===== src/rtl/fifo_wr_arbiter.sv =====
// Round-robin arbiter sharing one dual-clock FIFO write port among NREQ requesters.
// Optional error counter (err_cnt port) is built only when WARB_ERRCNT_EN is defined.
module fifo_wr_arbiter #(
  parameter int DSIZE = 8,
  parameter int NREQ  = 4,
  parameter int BURST = 4
) (
  input  logic                  wclk,
  input  logic                  wrst_n,
  input  logic [NREQ-1:0]       req_valid,
  input  logic [NREQ*DSIZE-1:0] req_data,
  output logic [NREQ-1:0]       req_ack,
  output logic [NREQ-1:0]       grant,
  output logic                  busy,
  output logic                  winc,
  output logic [DSIZE-1:0]      wdata,
  input  logic                  wfull,
  input  logic                  wfull_almost
`ifdef WARB_ERRCNT_EN
  ,
  output logic [7:0]            err_cnt
`endif
);

  localparam int LW = (NREQ > 1) ? $clog2(NREQ) : 1;
  localparam int BW = $clog2(BURST) + 1;

  typedef enum logic {S_IDLE, S_GRANT} state_t;

  state_t            state_q, state_d;
  logic [NREQ-1:0]   grant_q, grant_d;
  logic [LW-1:0]     last_q, last_d;
  logic [BW-1:0]     bcnt_q, bcnt_d;
  logic              thr_q, thr_d;

  logic [LW-1:0]     gidx;
  logic              sel_vld;
  logic [LW-1:0]     pick;
  logic              found;

  // Index of the current grant holder, plus its data slice on the write port.
  always_comb begin
    gidx  = '0;
    wdata = '0;
    for (int i = 0; i < NREQ; i++) begin
      if (grant_q[i]) begin
        gidx  = LW'(i);
        wdata = req_data[i*DSIZE +: DSIZE];
      end
    end
  end

  assign sel_vld = req_valid[gidx];
  assign busy    = (state_q == S_GRANT);
  assign grant   = grant_q;
  assign winc    = busy & sel_vld & ~wfull & ~thr_q;
  assign req_ack = {NREQ{winc}} & grant_q;

  // Round-robin search starting just above the last served requester.
  always_comb begin
    found = 1'b0;
    pick  = '0;
    for (int k = 1; k <= NREQ; k++) begin
      if (!found && req_valid[(int'(last_q) + k) % NREQ]) begin
        found = 1'b1;
        pick  = LW'((int'(last_q) + k) % NREQ);
      end
    end
  end

  always_comb begin
    state_d = state_q;
    grant_d = grant_q;
    last_d  = last_q;
    bcnt_d  = bcnt_q;
    thr_d   = winc & wfull_almost;
    case (state_q)
      S_IDLE: begin
        if (found) begin
          grant_d = {{(NREQ-1){1'b0}}, 1'b1} << pick;
          bcnt_d  = '0;
          state_d = S_GRANT;
        end
      end
      S_GRANT: begin
        if (!sel_vld || (winc && bcnt_q == BW'(BURST - 1))) begin
          state_d = S_IDLE;
          grant_d = '0;
          last_d  = gidx;
        end else if (winc) begin
          bcnt_d = bcnt_q + 1'b1;
        end
      end
      default: state_d = S_IDLE;
    endcase
  end

  always_ff @(posedge wclk) begin
    if (!wrst_n) begin
      state_q <= S_IDLE;
      grant_q <= '0;
      last_q  <= LW'(NREQ - 1);
      bcnt_q  <= '0;
      thr_q   <= 1'b0;
    end else begin
      state_q <= state_d;
      grant_q <= grant_d;
      last_q  <= last_d;
      bcnt_q  <= bcnt_d;
      thr_q   <= thr_d;
    end
  end

`ifdef WARB_ERRCNT_EN
  logic [7:0] err_q, err_d;
  logic       viol, abandon;

  // Writes into a full FIFO, or a holder walking away mid-burst.
  assign viol    = winc & wfull;
  assign abandon = busy & ~sel_vld & (bcnt_q != '0) & (bcnt_q < BW'(BURST));

  always_comb begin
    err_d = err_q;
    if ((viol || abandon) && err_q != 8'hFF) err_d = err_q + 8'd1;
  end

  always_ff @(posedge wclk) begin
    if (!wrst_n) err_q <= '0;
    else         err_q <= err_d;
  end

  assign err_cnt = err_q;
`else
  // No error counter in this build.
`endif

endmodule

===== config.mk =====
export PLATFORM = sky130hd
export DESIGN_NAME = fifo_wr_arbiter
export DESIGN_NICKNAME = d
export VERILOG_FILES = /design/src/rtl/fifo_wr_arbiter.sv
export SDC_FILE = /design/constraint.sdc
export NUM_CORES = 1
export LEC_CHECK = 0
export ABC_AREA = 1
export ABC_CLOCK_PERIOD_IN_PS = 1590
export CORE_UTILIZATION = 41
export DETAILED_ROUTE_END_ITERATION = 8
export PLACE_DENSITY = 0.81
export SLEW_MARGIN = 10
export SYNTH_ARGS = -nofsm -noshare
export SYNTH_HDL_FRONTEND = slang
export SYNTH_SLANG_ARGS = --single-unit

===== constraint.sdc =====
create_clock -name wclk -period 1.59 [get_ports wclk]
set_input_delay 0.318 -clock wclk [delete_from_list [all_inputs] [get_ports wclk]]
set_output_delay 0.318 -clock wclk [all_outputs]
set_load 0.05 [all_outputs]

==> reports/metrics.csv <==
stage;metric;value;unit
layout;Layout Cell Area excl Fill;2450;sq um
routing;first-pass iteration count of the detailed router;5;
job;total of max-cap violations;0;
worst_setup_path;arrival time of the worst setup path;1.84;ns
worst_setup_path;maximum fanout along the worst path;5;
place;Placement Cell Area;2150;sq um
die;initial cell density of the core;43.5;%
cts;depth of the CTS H-tree;1;
worst_setup_path;Stages on worst setup path;7;
worst_setup_path;Startpoint Class;primary input;
synthesis;top cells by count, synth;nand2_1, a21oi_1, nand3_1;
routing;DR DRC count;0;
layout;Layout fillers;121;
timing;number of hold-slack violations in the final timing report;0;
worst_setup_path;Cell Chain, Critical Path;clkdlybuf4s50_1 > nor3_2 > inv_1 > nor2_4 > clkinvlp_4 > nor2_4 > buf_12;
min_path;Worst Hold Endpoint;bcnt_q[1];
worst_setup_path;source of the worst register-to-register timing path;last_q[0];
layout;Area Growth Syn to Fin;104;%
die;placeable core region;2760;sq um
synthesis;Yosys reg bits;11;
routing;total length of routed wires;5600;um
cts;buffer depth of the longest clock path;2;
cts;Clock transition at path regs;0.08;ns
synthesis;most common flop cell mapped by yosys;dfxtp_1;
worst_setup_path;slowest stage cell, crit path;clkdlybuf4s50_1;
place;hpwl dp;3080;um
synthesis;share of Yosys cell area claimed by the top area cell type;20.3;%
routing;via/cell ratio;5.71;
place;# port buffers;57;
worst_setup_path;required time of the critical path;1.27;ns
synthesis;synthesized cell area;1200;sq um
worst_setup_path;count of buffer and inverter cells on the critical path;4;
cts;insertion delay to the later sink of the worst-skew pair;0.28;ns
synthesis;share of flip-flops with an asynchronous set or reset after synthesis;0;%
routing;post-route antenna net violation count;0;
min_path;class of the tightest hold or removal check;reg -> reg;
layout;share of the core filled with cells in the final layout;88.8;%
worst_setup_path;cell type with the highest occurrence count on the critical path;nor2_4;
routing;via count;1838;
routing;number of DRC markers in iteration 0;92;
place;weighted congestion at the end of routability-driven global placement;0.841;
worst_setup_path;largest stage delay on the critical path;0.44;ns
global_routing;maximum number of pins on one net before global-route repair;18;
cts;number of hold-repair buffers added at the cts stage;0;
layout;total inserted antenna cells;0;
worst_setup_path;Critical Setup Path Class;in -> out;
outcome;violations in the final reports;setup timing;
worst_setup_path;type of element capturing the critical path;output port;
worst_setup_path;Worst R2R Path Depth;11;
routing;detail-routed net length per standard cell;17.4;um
layout;fraction of final layout cells with drive strength greater than 1;43.3;%
synthesis;leading cell types by total area after synthesis;nand2_1, dfxtp_1, a21oi_1;
timing;slew at the pin closest to its max-slew limit;0.317;ns
global_routing;antenna violations before repair;0;
synthesis;gate count after technology mapping;207;
worst_setup_path;reg-to-reg slack, setup;-0.08;ns
cts;TritonCTS clock tree;yes;
worst_setup_path;Reg2Reg Capture Point;grant[2];
pwr;peak supply drop;1.91;mV
synthesis;post-synthesis sequential area ratio;18.4;%
global_routing;total global routing track utilization;27.6;%
global_routing;total global routing overflow;0;
timing;unrepaired setup endpoints after global routing;yes;
layout;fin nets;334;
pwr;pwr dens;2250;nW/um^2
die;width of the die;56.1;um
timing;minimum period implied by the final worst setup slack;2.16;ns
cts;clock sink count;11;
global_routing;vias in the first global route;1631;
die;vertical die dimension;56.1;um
pwr;leakage power total;0.00106;uW
synthesis;Synth warnings;0;
outcome;result of the run;finished, violations left;
timing;least setup slack across all paths after layout;-0.571;ns
timing;Clock Skews;0.00378;ns
timing;worst slew margin relative to its limit;78.9;%
synthesis;nets in the synthesized netlist;249;
min_path;hold path startpoint;bcnt_q[1];
timing;final cycle utilization of the critical path;136;%
synthesis;most common cell in the netlist;nand2_1;
timing;final count of negative-setup-slack endpoints;22;
synthesis;Avg Inst Size Synth;5.80;sq um
synthesis;leading area contributor after synthesis;nand2_1;
synthesis;number of library cell types mapped by synthesis;24;
die;Die Outline Area;3150;sq um
min_path;worst hold path depth;2;
worst_setup_path;cell family with the largest share of critical-path delay;buffers and inverters;
timing;maximum clock rate;463;MHz
cts;library cell used as clock root buffer;clkbuf_4;
timing;Max Slew Vio Count;0;
cts;total clock buffers created by CTS;3;
synthesis;count of flip-flops with a built-in enable after synthesis;0;
die;Rows;19;
die;Ports;58;
layout;number of non-filler instances in the completed layout;322;
global_routing;wire length of the first global-routing pass;6970;um
place;Cells after DPL;308;
==> state kept, by name, indices dropped and copies added (netlist names) <==
name,cells
bcnt_q,3
thr_q,1
busy,1
last_q,2
grant,4
==> metal layers <==
layer | vias to the layer above | part of all wire, % | track usage (%)
li1 | 845 | - | -
met3 | 22 | 5.8 | 2.09
met4 | 0 | 3.1 | 11.8
met5 | - | 0 | 0
met1 | 866 | 39 | 30.4
met2 | 105 | 52 | 53.2
==> cells by family after synthesis <==
family                   synth area share (%)
buffers and inverters                    12.4
AND/OR/NAND/NOR                          50.9
flip-flops                               18.4
adder cells (fa/ha/maj)                  2.09
AO/OA/AOI/OAI                            16.3
==> cells in the final DEF (no fill, tap or decap), types with 2 or more instances in the layout <==
cell,n
nor2_2,5
dfxtp_4,7
o211ai_1,4
buf_12,17
nand3_4,2
a21oi_2,2
inv_1,12
clkdlybuf4s50_1,35
dfxtp_1,4
clkbuf_4,3
o21ai_2,8
buf_4,29
nand2_1,52
nor2_1,7
dlygate4sd2_1,3
nor2_4,5
ha_1,2
nand2_2,13
inv_2,3
inv_4,4
nand3_2,4
nand4_1,2
nand2_4,14
a21oi_1,21
buf_6,3
nand3_1,19
or2_0,2
==> worst register-to-register path: stages (launching register included) <==
cell and delay, ns:
dfxtp_4 0.40, buf_6 0.12, nand2_1 0.07, nand3_1 0.15, nand2_4 0.08, nor2_8 0.13, nand2_2 0.08, nand2_1 0.07
nand2_1 0.10, nor2_2 0.18, nor2_2 0.07, nor2_1 0.13
==> power by group <==
part,internal [uW],switching (uW)
clock,93.3,108
sequential,398,140
combinational,1980,2790
==> repair_timing <==
action,4_1_cts,5_1_grt
resized for setup,14,49
pin swaps,9,17
endpoints found under the setup margin,20,23
setup buffers,6,9
gates cloned,0,0
==> final cells by class <==
type	count	area, sq um	share of cell area, %
clock inverters	1	5.00	0.204
multi-input cells	166	1040	42.6
repair buffers	89	996	40.7
inverters	21	97.6	3.99
well taps	31	38.8	1.58
flip-flops and latches	11	246	10.1
clock buffers	3	22.5	0.920
==> worst max path at each step <==
stage | startpoint | to | slack, ns
2_1_floorplan | grant[2] | req_ack[0] | -0.55
4_1_cts | grant[2] | req_ack[3] | -0.48
3_3_place_gp | req_valid[1] | req_ack[2] | -0.55
3_5_place_dp | req_valid[1] | req_ack[3] | -0.59
5_1_grt | wfull | req_ack[3] | -0.63
6_report | wfull | req_ack[3] | -0.57
==> stage by stage <==
step                      setup TNS, ns  power [uW]  hold WS (ns)  worst slack, ns
after detailed placement          -7.03        4240         0.471           -0.586
after CTS                         -4.71        4660         0.484           -0.485
after floorplan                   -4.64        2870         0.417           -0.554
final                             -4.87        5500         0.511           -0.571
after global routing              -6.21        5750         0.542           -0.626
after global placement            -6.26        4180         0.461           -0.546
(Power assumes the default switching activity.)
